==> src/rtl/fir_pkg.sv <==
// fir_pkg: FSM state type and width helpers shared by the FIR MAC sequencer files
package fir_pkg;
  typedef enum logic [1:0] {IDLE, MAC, HOLD} fir_seq_state_t;
  function automatic int fir_wm(input int w_x, input int w_b);
    return w_x + w_b;
  endfunction
  function automatic int fir_wy(input int w_x, input int w_b, input int n);
    return fir_wm(w_x, w_b) + n + 1;
  endfunction
endpackage

==> src/rtl/fir_mac_sequencer_if.sv <==
// fir_mac_sequencer_if: sample-in / result-out valid-ready bundle
interface fir_mac_sequencer_if #(parameter int W_X = 8, parameter int W_Y = 22);
  logic x_valid, x_ready, y_valid, y_ready;
  logic signed [W_X-1:0] x;
  logic signed [W_Y-1:0] y;
  modport master(output x_valid, x, y_ready, input x_ready, y_valid, y);
  modport slave(input x_valid, x, y_ready, output x_ready, y_valid, y);
endinterface

==> src/rtl/fir_sample_ring.sv <==
// fir_sample_ring: N+1 deep sample history; z_o is the sample k_i steps older than the newest
module fir_sample_ring #(
  parameter int N = 5,
  parameter int W_X = 8
) (
  input  logic                        clk,
  input  logic                        rstn,
  input  logic                        we_i,
  input  logic signed [W_X-1:0]       wd_i,
  input  logic [$clog2(N+1)-1:0]      k_i,
  output logic signed [W_X-1:0]       z_o
);
  localparam int W_A = $clog2(N + 1);
  logic signed [W_X-1:0] mem_q [N+1];
  logic [W_A-1:0] wp_q, wp_d;
  assign wp_d = wp_q == W_A'(N) ? '0 : wp_q + 1'b1;
  // modular wrap: the final index is below N+1, so W_A-bit overflow is harmless
  assign z_o = mem_q[wp_q >= k_i ? wp_q - k_i : wp_q + W_A'(N + 1) - k_i];
  always_ff @(posedge clk or negedge rstn) begin
    if (!rstn) begin
      wp_q <= '0;
      for (int i = 0; i <= N; i++) mem_q[i] <= '0;
    end else if (we_i) begin
      wp_q <= wp_d;
      mem_q[wp_d] <= wd_i;
    end
  end
endmodule

==> src/rtl/fir_mac_sequencer.sv <==
// fir_mac_sequencer: one shared MAC sequenced over N+1 taps per sample.
// Define FIR_SEQ_CFG_EN to make coefficients writable while idle.
module fir_mac_sequencer
  import fir_pkg::*;
#(
  parameter int N = 5,
  parameter int W_X = 8,
  parameter int W_B = 8,
  parameter logic signed [W_B-1:0] B [N+1] = '{8'sd1, 8'sd2, 8'sd3, 8'sd4, 8'sd5, 8'sd6}
) (
  input  logic                        clk,
  input  logic                        rstn,
  fir_mac_sequencer_if.slave          bus,
  input  logic                        cfg_we,
  input  logic [$clog2(N+1)-1:0]      cfg_addr,
  input  logic signed [W_B-1:0]       cfg_data,
  output logic                        busy
);
  localparam int W_M = fir_wm(W_X, W_B);
  localparam int W_Y = fir_wy(W_X, W_B, N);
  localparam int W_A = $clog2(N + 1);
  fir_seq_state_t state_q, state_d;
  logic [W_A-1:0] k_q, k_d;
  logic signed [W_Y-1:0] acc_q, acc_d;
  logic signed [W_B-1:0] coef [N+1];
  logic signed [W_X-1:0] z;
  logic signed [W_M-1:0] prod;
  logic x_hs;
  assign x_hs = state_q == IDLE && bus.x_valid;
  fir_sample_ring #(.N(N), .W_X(W_X)) u_ring (
    .clk(clk), .rstn(rstn), .we_i(x_hs), .wd_i(bus.x), .k_i(k_q), .z_o(z)
  );
`ifdef FIR_SEQ_CFG_EN
  logic signed [W_B-1:0] coef_q [N+1];
  always_ff @(posedge clk or negedge rstn) begin
    if (!rstn) coef_q <= B;
    else if (cfg_we && state_q == IDLE && cfg_addr <= W_A'(N)) coef_q[cfg_addr] <= cfg_data;
  end
  assign coef = coef_q;
`else
  logic unused_cfg;
  assign unused_cfg = ^{cfg_we, cfg_addr, cfg_data};
  assign coef = B;
`endif
  assign prod = coef[k_q] * z;
  always_comb begin
    state_d = state_q;
    k_d = k_q;
    acc_d = acc_q;
    if (x_hs) begin
      state_d = MAC;
      k_d = '0;
      acc_d = '0;
    end else if (state_q == MAC) begin
      acc_d = acc_q + W_Y'(prod);
      k_d = k_q == W_A'(N) ? '0 : k_q + 1'b1;
      state_d = k_q == W_A'(N) ? HOLD : MAC;
    end else if (state_q == HOLD && bus.y_ready) begin
      state_d = IDLE;
    end
  end
  always_ff @(posedge clk or negedge rstn) begin
    if (!rstn) begin
      state_q <= IDLE;
      k_q <= '0;
      acc_q <= '0;
    end else begin
      state_q <= state_d;
      k_q <= k_d;
      acc_q <= acc_d;
    end
  end
  assign bus.x_ready = state_q == IDLE;
  assign bus.y_valid = state_q == HOLD;
  assign bus.y = acc_q;
  assign busy = state_q != IDLE;
endmodule

==> src/flat_wrapper.sv <==
// flat-port wrapper written by rule: the top's interface ports become plain ports
module fir_mac_sequencer_flat import fir_pkg::*;
#(
  parameter int N = 5,
  parameter int W_X = 8,
  parameter int W_B = 8,
  parameter logic signed [W_B-1:0] B [N+1] = '{8'sd1, 8'sd2, 8'sd3, 8'sd4, 8'sd5, 8'sd6}
)
  (clk, rstn, cfg_we, cfg_addr, cfg_data, busy, bus_x_valid, bus_x, bus_y_ready, bus_x_ready, bus_y_valid, bus_y);
  fir_mac_sequencer_if #(.W_X(W_X), .W_Y(22)) bus_i ();
  input  logic clk;
  input  logic rstn;
  input  logic cfg_we;
  input  logic [$clog2(N+1)-1:0] cfg_addr;
  input  logic signed [W_B-1:0] cfg_data;
  output logic busy;
  input wire logic [$bits(bus_i.x_valid)-1:0] bus_x_valid;
  input wire logic [$bits(bus_i.x)-1:0] bus_x;
  input wire logic [$bits(bus_i.y_ready)-1:0] bus_y_ready;
  output wire logic [$bits(bus_i.x_ready)-1:0] bus_x_ready;
  output wire logic [$bits(bus_i.y_valid)-1:0] bus_y_valid;
  output wire logic [$bits(bus_i.y)-1:0] bus_y;
  assign bus_i.x_valid = bus_x_valid;
  assign bus_i.x = bus_x;
  assign bus_i.y_ready = bus_y_ready;
  assign bus_x_ready = bus_i.x_ready;
  assign bus_y_valid = bus_i.y_valid;
  assign bus_y = bus_i.y;
  fir_mac_sequencer #(.N(N), .W_X(W_X), .W_B(W_B), .B(B)) u_core (.clk(clk), .rstn(rstn), .bus(bus_i), .cfg_we(cfg_we), .cfg_addr(cfg_addr), .cfg_data(cfg_data), .busy(busy));
endmodule
==> config.mk <==
export PLATFORM = sky130hd
export DESIGN_NAME = fir_mac_sequencer_flat
export DESIGN_NICKNAME = d
export VERILOG_FILES = /design/src/rtl/fir_pkg.sv /design/src/rtl/fir_mac_sequencer_if.sv /design/src/rtl/fir_sample_ring.sv /design/src/rtl/fir_mac_sequencer.sv /design/src/flat_wrapper.sv
export SDC_FILE = /design/constraint.sdc
export NUM_CORES = 1
export LEC_CHECK = 0
export ABC_CLOCK_PERIOD_IN_PS = 19020
export CORE_MARGIN = 1.5
export CORE_UTILIZATION = 64
export DETAILED_ROUTE_END_ITERATION = 10
export HOLD_SLACK_MARGIN = 0.02
export PLACE_DENSITY = 0.95
export SYNTH_ARGS = -nofsm -noshare
export SYNTH_HDL_FRONTEND = slang
export SYNTH_SLANG_ARGS = --single-unit
==> constraint.sdc <==
create_clock -name clk -period 19.02 [get_ports clk]
set_clock_uncertainty 0.1 [all_clocks]
set_input_delay 5.706 -clock clk [delete_from_list [all_inputs] [get_ports clk]]
set_output_delay 5.706 -clock clk [all_outputs]
set_load 0.02 [all_outputs]
# Word-level counts from Yosys, hierarchy flattened
# Memories as Yosys holds them, arrays and structs flattened.
# Index checks and enable logic that the tools add are counted.
# Widths: inputs -> output; s select.
[totals]
mem_bits_rw = 0
n_memories = 1
input_bits = 24
output_inout_bits = 25
wordCells = 56
reg_bits = 78
latchBits = 0
mem_bits_ro = 64
[op_classes]
bitwise = 3
addsub = 6
n_eq_ne = 4
reduce_logical = 7
magnitude_cmp = 5
multipliers = 1
div = 0
shift = 0
mux = 19
[memory_table]
columns = ["name", "words", "word_bits", "read_ports", "rd_clocked_by_memory_dff", "wr", "line", "source"]
rows = [
  ["(name not given)", 8, 8, 1, 0, 0, "fir_mac_sequencer.sv:45", "assign prod = coef[k_q] * z;"],
]
[ops]
columns = ["op", "n"]
rows = [
  ["$bwmux 48", 1],
  ["$mux 22", 2],
  ["$mux 8", 5],
  ["$bmux 8 s3", 1],
  ["$demux 8 s3", 1],
  ["$add 22x16->22", 1],
  ["$mul 8x8->16", 1],
  ["$mux 3", 5],
  ["$ge 4x4->1 const B", 3],
  ["$not 3->4", 3],
  ["$mux 2", 4],
  ["$add 3x1->3 const B", 2],
  ["$eq 3x3->1 const B", 2],
  ["$sub 3x3->3", 2],
  ["$lt 4x1->1 const B", 1],
  ["$reduce_bool 2->1", 2],
  ["$add 3x3->3 const B", 1],
  ["$ge 3x3->1", 1],
  ["$logic_and 1x1->1", 3],
  ["$reduce_bool 3->1", 1],
  ["$eq 2x1->1 const B", 1],
  ["$eq 2x2->1 const B", 1],
  ["$logic_not 2->1", 1],
]

# Longest topological paths before layout
[depth]
word_depth = 11
depth_mapped = 30
mapped_depth_nobuf = 28

# Cells and area by module
# Synthesis repeated with hierarchy kept, for this count alone.
[hier_totals]
cells_unflattened = 574
hier_area_um2 = 6187.2
[modules_own_cells]
columns = ["module", "cells_per_inst", "area_per_inst_um2", "seq_area_each_um2", "instances"]
rows = [
  ["fir_mac_sequencer", 339, 3325.7, 675.6, 1],
  ["fir_sample_ring", 235, 2861.5, 1276.2, 1],
]

# Worst setup path after synthesis
# No wires, ideal clock.
[synth_path]
kind = "input port to flip-flop"
start = "input bus_x_valid"
end = "register u_core.u_ring.mem_q[32] in the netlist's numbering"
stages = 3
t_required_ns = 18.795
setup_slack_ns = 12.079
setup_time_ns = 0.125
arrival_ns = 6.716
path_buffers = 0
path_cell_list = "nand2_1 nor4_2 mux2_2"
[synth_between]
elab_chain_cells = 1
[synth_lines]
columns = ["element", "line", "source"]
rows = [
  ["start, declared", "flat_wrapper.sv:17", "input wire logic [$bits(bus_i.x_valid)-1:0] bus_x_valid;"],
  ["$logic_and 1x1->1", "fir_mac_sequencer.sv:29", "assign x_hs = state_q == IDLE && bus.x_valid;"],
  ["end signal, assigned by index", "fir_sample_ring.sv:25", "mem_q[wp_d] <= wd_i;"],
  ["end, declared", "fir_sample_ring.sv:14", "logic signed [W_X-1:0] mem_q [N+1];"],
]
# No other way between the ends.
# A chain may end at the register's enable or synchronous reset.

# Worst setup path after layout
[layout_path]
start = "register u_core.k_q[0]"
end = "register u_core.acc_q[21] (netlist: u_core.bus.y[21])"
[layout_between]
elab_chain_cells = 10
elab_cells_between_ends = 16
cone_classes = "add/sub: 3; mul: 1; order compare: 1; mux: 8; bitwise: 2; memory: 1"
[layout_lines]
columns = ["element", "line", "source"]
rows = [
  ["start, declared", "fir_mac_sequencer.sv:23", "logic [W_A-1:0] k_q, k_d;"],
  ["start signal, assigned", "fir_mac_sequencer.sv:69", "k_q <= k_d;"],
  ["$sub 3x3->3 or $ge 3x3->1 (tied branches)", "fir_sample_ring.sv:18", "assign z_o = mem_q[wp_q >= k_i ? wp_q - k_i : wp_q + W_A'(N + 1) - k_i];"],
  ["$mux 3", "fir_sample_ring.sv:18", ""],
  ["$not 3->4", "fir_sample_ring.sv:18", ""],
  ["$bmux 8 s3", "fir_sample_ring.sv:18", ""],
  ["$mux 8 (2 in series)", "fir_sample_ring.sv:18", ""],
  ["$mul 8x8->16 (*)", "fir_mac_sequencer.sv:45", ""],
  ["$add 22x16->22 (*)", "fir_mac_sequencer.sv:55", "acc_d = acc_q + W_Y'(prod);"],
  ["$mux 22 (*)", "fir_mac_sequencer.sv:54", "end else if (state_q == MAC) begin"],
  ["$mux 22 (*)", "fir_mac_sequencer.sv:50", "if (x_hs) begin"],
  ["end signal, assigned", "fir_mac_sequencer.sv:66", "acc_q <= '0;"],
  ["end signal, assigned", "fir_mac_sequencer.sv:70", "acc_q <= acc_d;"],
  ["end, declared", "fir_mac_sequencer.sv:24", "logic signed [W_Y-1:0] acc_q, acc_d;"],
]
# Mark *: on every way between the ends. The rest lies on a longest branch, timed or not. The select of a mux whose other input is x is not followed.

==> results.txt <==
----------------------------------------------------
[Timing]
  Final worst-path setup slack ... 10.85 ns
  Relative slew slack ... 15.0%
  Final worst-path cycle share ... 42.9%
  Setup TNS ... 0 ns
  Max Fclk ... 122 MHz
  Setup violation total in the final timing report ... 0
  Final min period ... 8.17 ns
  Setup repair after global routing missed its margin ... no
  Final hold vios ... 0
  Actual transition at the worst max-transition pin ... 1.26 ns
  Final-report max-slew violation count ... 0

[Critical path]
  Reg2Reg Depth ... 24
  Critical Path Sink Type ... flop
  CP Launch Type ... flop
  R2r setup slk ... 10.85 ns
  Kind of critical path ... flop to flop
  End of the worst register-to-register path ... u_core.bus.y[21]$_DFFE_PN0P_
  Max Fanout on Critical Path ... 18
  Worst EP arrival ... 8.31 ns
  Data required, critical path ... 19.17 ns
  RR Startpoint ... u_core.k_q[0]$_DFFE_PN0P_

[Worst hold path]
  Hold path depth ... 1
  Worst hold path class ... flop to flop
  Worst Hold Endpoint ... u_core.u_ring.mem_q[38]$_DFFE_PN0P_
  Worst hold start ... u_core.u_ring.mem_q[38]$_DFFE_PN0P_

[Global routing]
  Antenna violations before repair ... 0
  Maximum number of pins on one net before global-route repair ... 79
  Met3 track utilization from global routing ... 5.47%
  Global Route met1 Usage ... 31.0%
  Met2 capacity usage during global routing ... 47.7%
  Total routing usage reported by global routing ... 26.5%
  Wire length of the first global-routing pass ... 20200 µm
  Most crowded layer after global routing ... met2
  Overflow left after global routing ... 0
  Via count of the first global-routing pass ... 4407

[Synthesis]
  Count of distinct cell types in the synthesized netlist ... 52
  Number of instances in the synthesized netlist ... 523
  Mean instance size in the synthesized netlist ... 10.9 µm²
  Number of flops mapped to enable cells by yosys ... 0
  Cells taking the most area after synthesis ... sky130_fd_sc_hd__dfrtp_1, sky130_fd_sc_hd__ha_1, sky130_fd_sc_hd__mux2_2
  Mapped Area ... 5710 µm²
  Syn. warnings ... 0
  Proportion of synthesized chip area in sequential cells ... 34.2%
  Proportion of synthesized flip-flops having asynchronous set or reset ... 100%
  Number of flip-flops and latches in the synthesized netlist ... 78
  Main synth FF type ... sky130_fd_sc_hd__dfrtp_1
  Area share of the leading cell type in the synthesized netlist ... 34.2%
  Cell accounting for the most synthesized area ... sky130_fd_sc_hd__dfrtp_1
  Post-Syn Nets ... 650

[Placement]
  Placer Congestion ... 0.890
  HPWL Detailed ... 8520 µm
  PortBufs ... 36
  Placed Instance Area ... 6150 µm²
  Worst setup slack after placement ... 10.65 ns

[Clock tree]
  Clock Path Buffers ... 2
  Count of hold buffers inserted by post-cts repair ... 0
  Htree depth ... 3
  Number of clock sinks seen by CTS ... 78
  Total setup buffers inserted after CTS ... 0
  Count of instances resized after the clock tree is built ... 0
  Root buffer cell ... sky130_fd_sc_hd__clkbuf_8
  Clock slew at reported path FFs ... 0.08 ns
  Number of buffers inserted during clock tree synthesis ... 9
  Clk Latency, worst-skew pair ... 0.37 ns
  CTS tree ... built

[Final layout]
  Area overhead of the layout relative to synthesis ... 11.3%
  Total of fill cells in the finished design ... 588
  Fraction of layout cells with a size suffix above 1 ... 13.9%
  Number of nets in the final layout ... 685
  Finished layout cell area ... 6350 µm²
  Core occupancy in the finished layout ... 73.2%
  Antenna diodes ... 0

[Drt]
  Final wirelength ... 11900 µm
  Routed vias/inst ... 6.08
  Drc violations ... 0
  Detailed-routing iteration count for the pre-antenna-repair pass ... 5
  Routed vias ... 4083
  Final ANT Viol Nets ... 0
  Number of violations reported at the end of detailed-routing iteration 0 ... 173
  Per-cell routed wire length ... 17.7 µm

[Floorplanning]
  Cell Rows ... 34
  Starting utilization of the core area ... 65.8%
  Vertical die dimension ... 97.4 µm
  Number of placed I/O pins ... 49
  Total core area ... 8680 µm²
  Die Span X ... 97.4 µm
  Full die area ... 9490 µm²

[Status]
  Status ... finished clean

[Flow run]
  Number of maximum-capacitance constraint violations ... 0

----------------------------------------------------
==> cell usage in the layout, fill, tap and decap left out, drive strengths merged, types with 9 or more instances in the layout <==
cell type / instances
clkdlybuf4s50: 35
xnor2: 10
nand3: 13
xor2: 11
nor3: 10
inv: 49
dfrtp: 78
clkbuf: 9
ha: 86
nand2: 38
mux2i: 10
mux2: 48
fa: 17
nor2: 22
o21ai: 27
a21oi: 24
==> logic make-up after synthesis <==
group,synth area share [%]
compound gates,9.38
xor+xnor,3.22
fa+ha+maj,24.8
buf+inv,4.30
flops,34.2
mux,14.3
simple gates,9.76
==> worst max path at each step <==
stage,startpoint,end,slack [ns],cells after the start
2_1_floorplan,bus_x_valid,u_core.u_ring.mem_q[32]$_DFFE_PN0P_,12.08,3
3_3_place_gp,bus_x_valid,u_core.u_ring.mem_q[33]$_DFFE_PN0P_,10.74,4
3_5_place_dp,bus_x_valid,u_core.u_ring.mem_q[36]$_DFFE_PN0P_,10.65,4
4_1_cts,u_core.k_q[0]$_DFFE_PN0P_,u_core.bus.y[21]$_DFFE_PN0P_,10.93,24
5_1_grt,u_core.k_q[0]$_DFFE_PN0P_,u_core.bus.y[21]$_DFFE_PN0P_,10.35,24
6_report,u_core.k_q[0]$_DFFE_PN0P_,u_core.bus.y[21]$_DFFE_PN0P_,10.85,24
==> state kept, by name, indices dropped and copies added, names as in the netlist <==
register             cells
u_core.u_ring.mem_q     48
u_core.bus.y            22
u_core.k_q               3
u_core.u_ring.wp_q       3
u_core.state_q           2
==> synth_stat cells (3+ instances only) <==
cell type and instances:
sky130_fd_sc_hd__nand3_1 12, sky130_fd_sc_hd__o21ai_0 26, sky130_fd_sc_hd__mux2_2 48, sky130_fd_sc_hd__or2_1 7, sky130_fd_sc_hd__nor2_1 22, sky130_fd_sc_hd__o21a_1 3
sky130_fd_sc_hd__a211oi_1 3, sky130_fd_sc_hd__xor2_1 11, sky130_fd_sc_hd__a21oi_1 23, sky130_fd_sc_hd__dfrtp_1 78, sky130_fd_sc_hd__fa_1 17, sky130_fd_sc_hd__xnor2_1 10
sky130_fd_sc_hd__a31oi_1 3, sky130_fd_sc_hd__mux4_1 5, sky130_fd_sc_hd__clkbuf_1 11, sky130_fd_sc_hd__nor3_1 9, sky130_fd_sc_hd__and2_1 3, sky130_fd_sc_hd__nand2b_1 7
sky130_fd_sc_hd__nor2b_1 3, sky130_fd_sc_hd__mux2i_1 10, sky130_fd_sc_hd__nand2_1 38, sky130_fd_sc_hd__a21o_1 6, sky130_fd_sc_hd__ha_1 86, sky130_fd_sc_hd__inv_1 46
==> final cells by class <==
cell class | count | area [µm²] | share of cell area (%)
multi-input combinational | 384 | 3510 | 55.3
tap | 108 | 135 | 2.13
sequential | 78 | 1950 | 30.7
clock inverter | 7 | 80.1 | 1.26
timing repair buffer | 38 | 373 | 5.87
clock buffer | 9 | 124 | 1.95
inverter | 47 | 176 | 2.78
==> per-layer routing <==
metal	wire length (µm)	share of wire [%]	up-vias
met5	0	0	-
met4	342	2.9	0
met3	487	4.1	33
met2	6140	52	117
met1	4890	41	2016
li1	-	-	1917
==> through the flow <==
step	cells	hold slack, ns
3_5_place_dp	655	0.389
3_3_place_gp	655	0.378
5_1_grt	671	0.426
6_report	671	0.404
2_1_floorplan	523	0.370
4_1_cts	671	0.406
==> worst max-delay path: stages (launching register included) <==
cell and delay, ns:
sky130_fd_sc_hd__dfrtp_1 0.56, sky130_fd_sc_hd__ha_1 0.97, sky130_fd_sc_hd__nor2b_2 0.14, sky130_fd_sc_hd__o2111a_1 0.30, sky130_fd_sc_hd__a2111oi_4 0.50, sky130_fd_sc_hd__buf_4 0.31, sky130_fd_sc_hd__mux4_1 0.57, sky130_fd_sc_hd__a21oi_1 0.31
sky130_fd_sc_hd__or2_1 0.19, sky130_fd_sc_hd__fa_1 0.43, sky130_fd_sc_hd__inv_1 0.07, sky130_fd_sc_hd__ha_1 0.13, sky130_fd_sc_hd__inv_1 0.05, sky130_fd_sc_hd__fa_1 0.50, sky130_fd_sc_hd__inv_1 0.06, sky130_fd_sc_hd__fa_1 0.57
sky130_fd_sc_hd__fa_1 0.44, sky130_fd_sc_hd__ha_1 0.35, sky130_fd_sc_hd__o21ai_0 0.14, sky130_fd_sc_hd__o21ai_0 0.37, sky130_fd_sc_hd__nand2_1 0.09, sky130_fd_sc_hd__o31a_1 0.30, sky130_fd_sc_hd__a31oi_1 0.21, sky130_fd_sc_hd__nor4b_1 0.08
sky130_fd_sc_hd__a221o_1 0.30
Power is not shown: default switching activity piles up to over one toggle a cycle in this logic, so the estimate is an artifact.
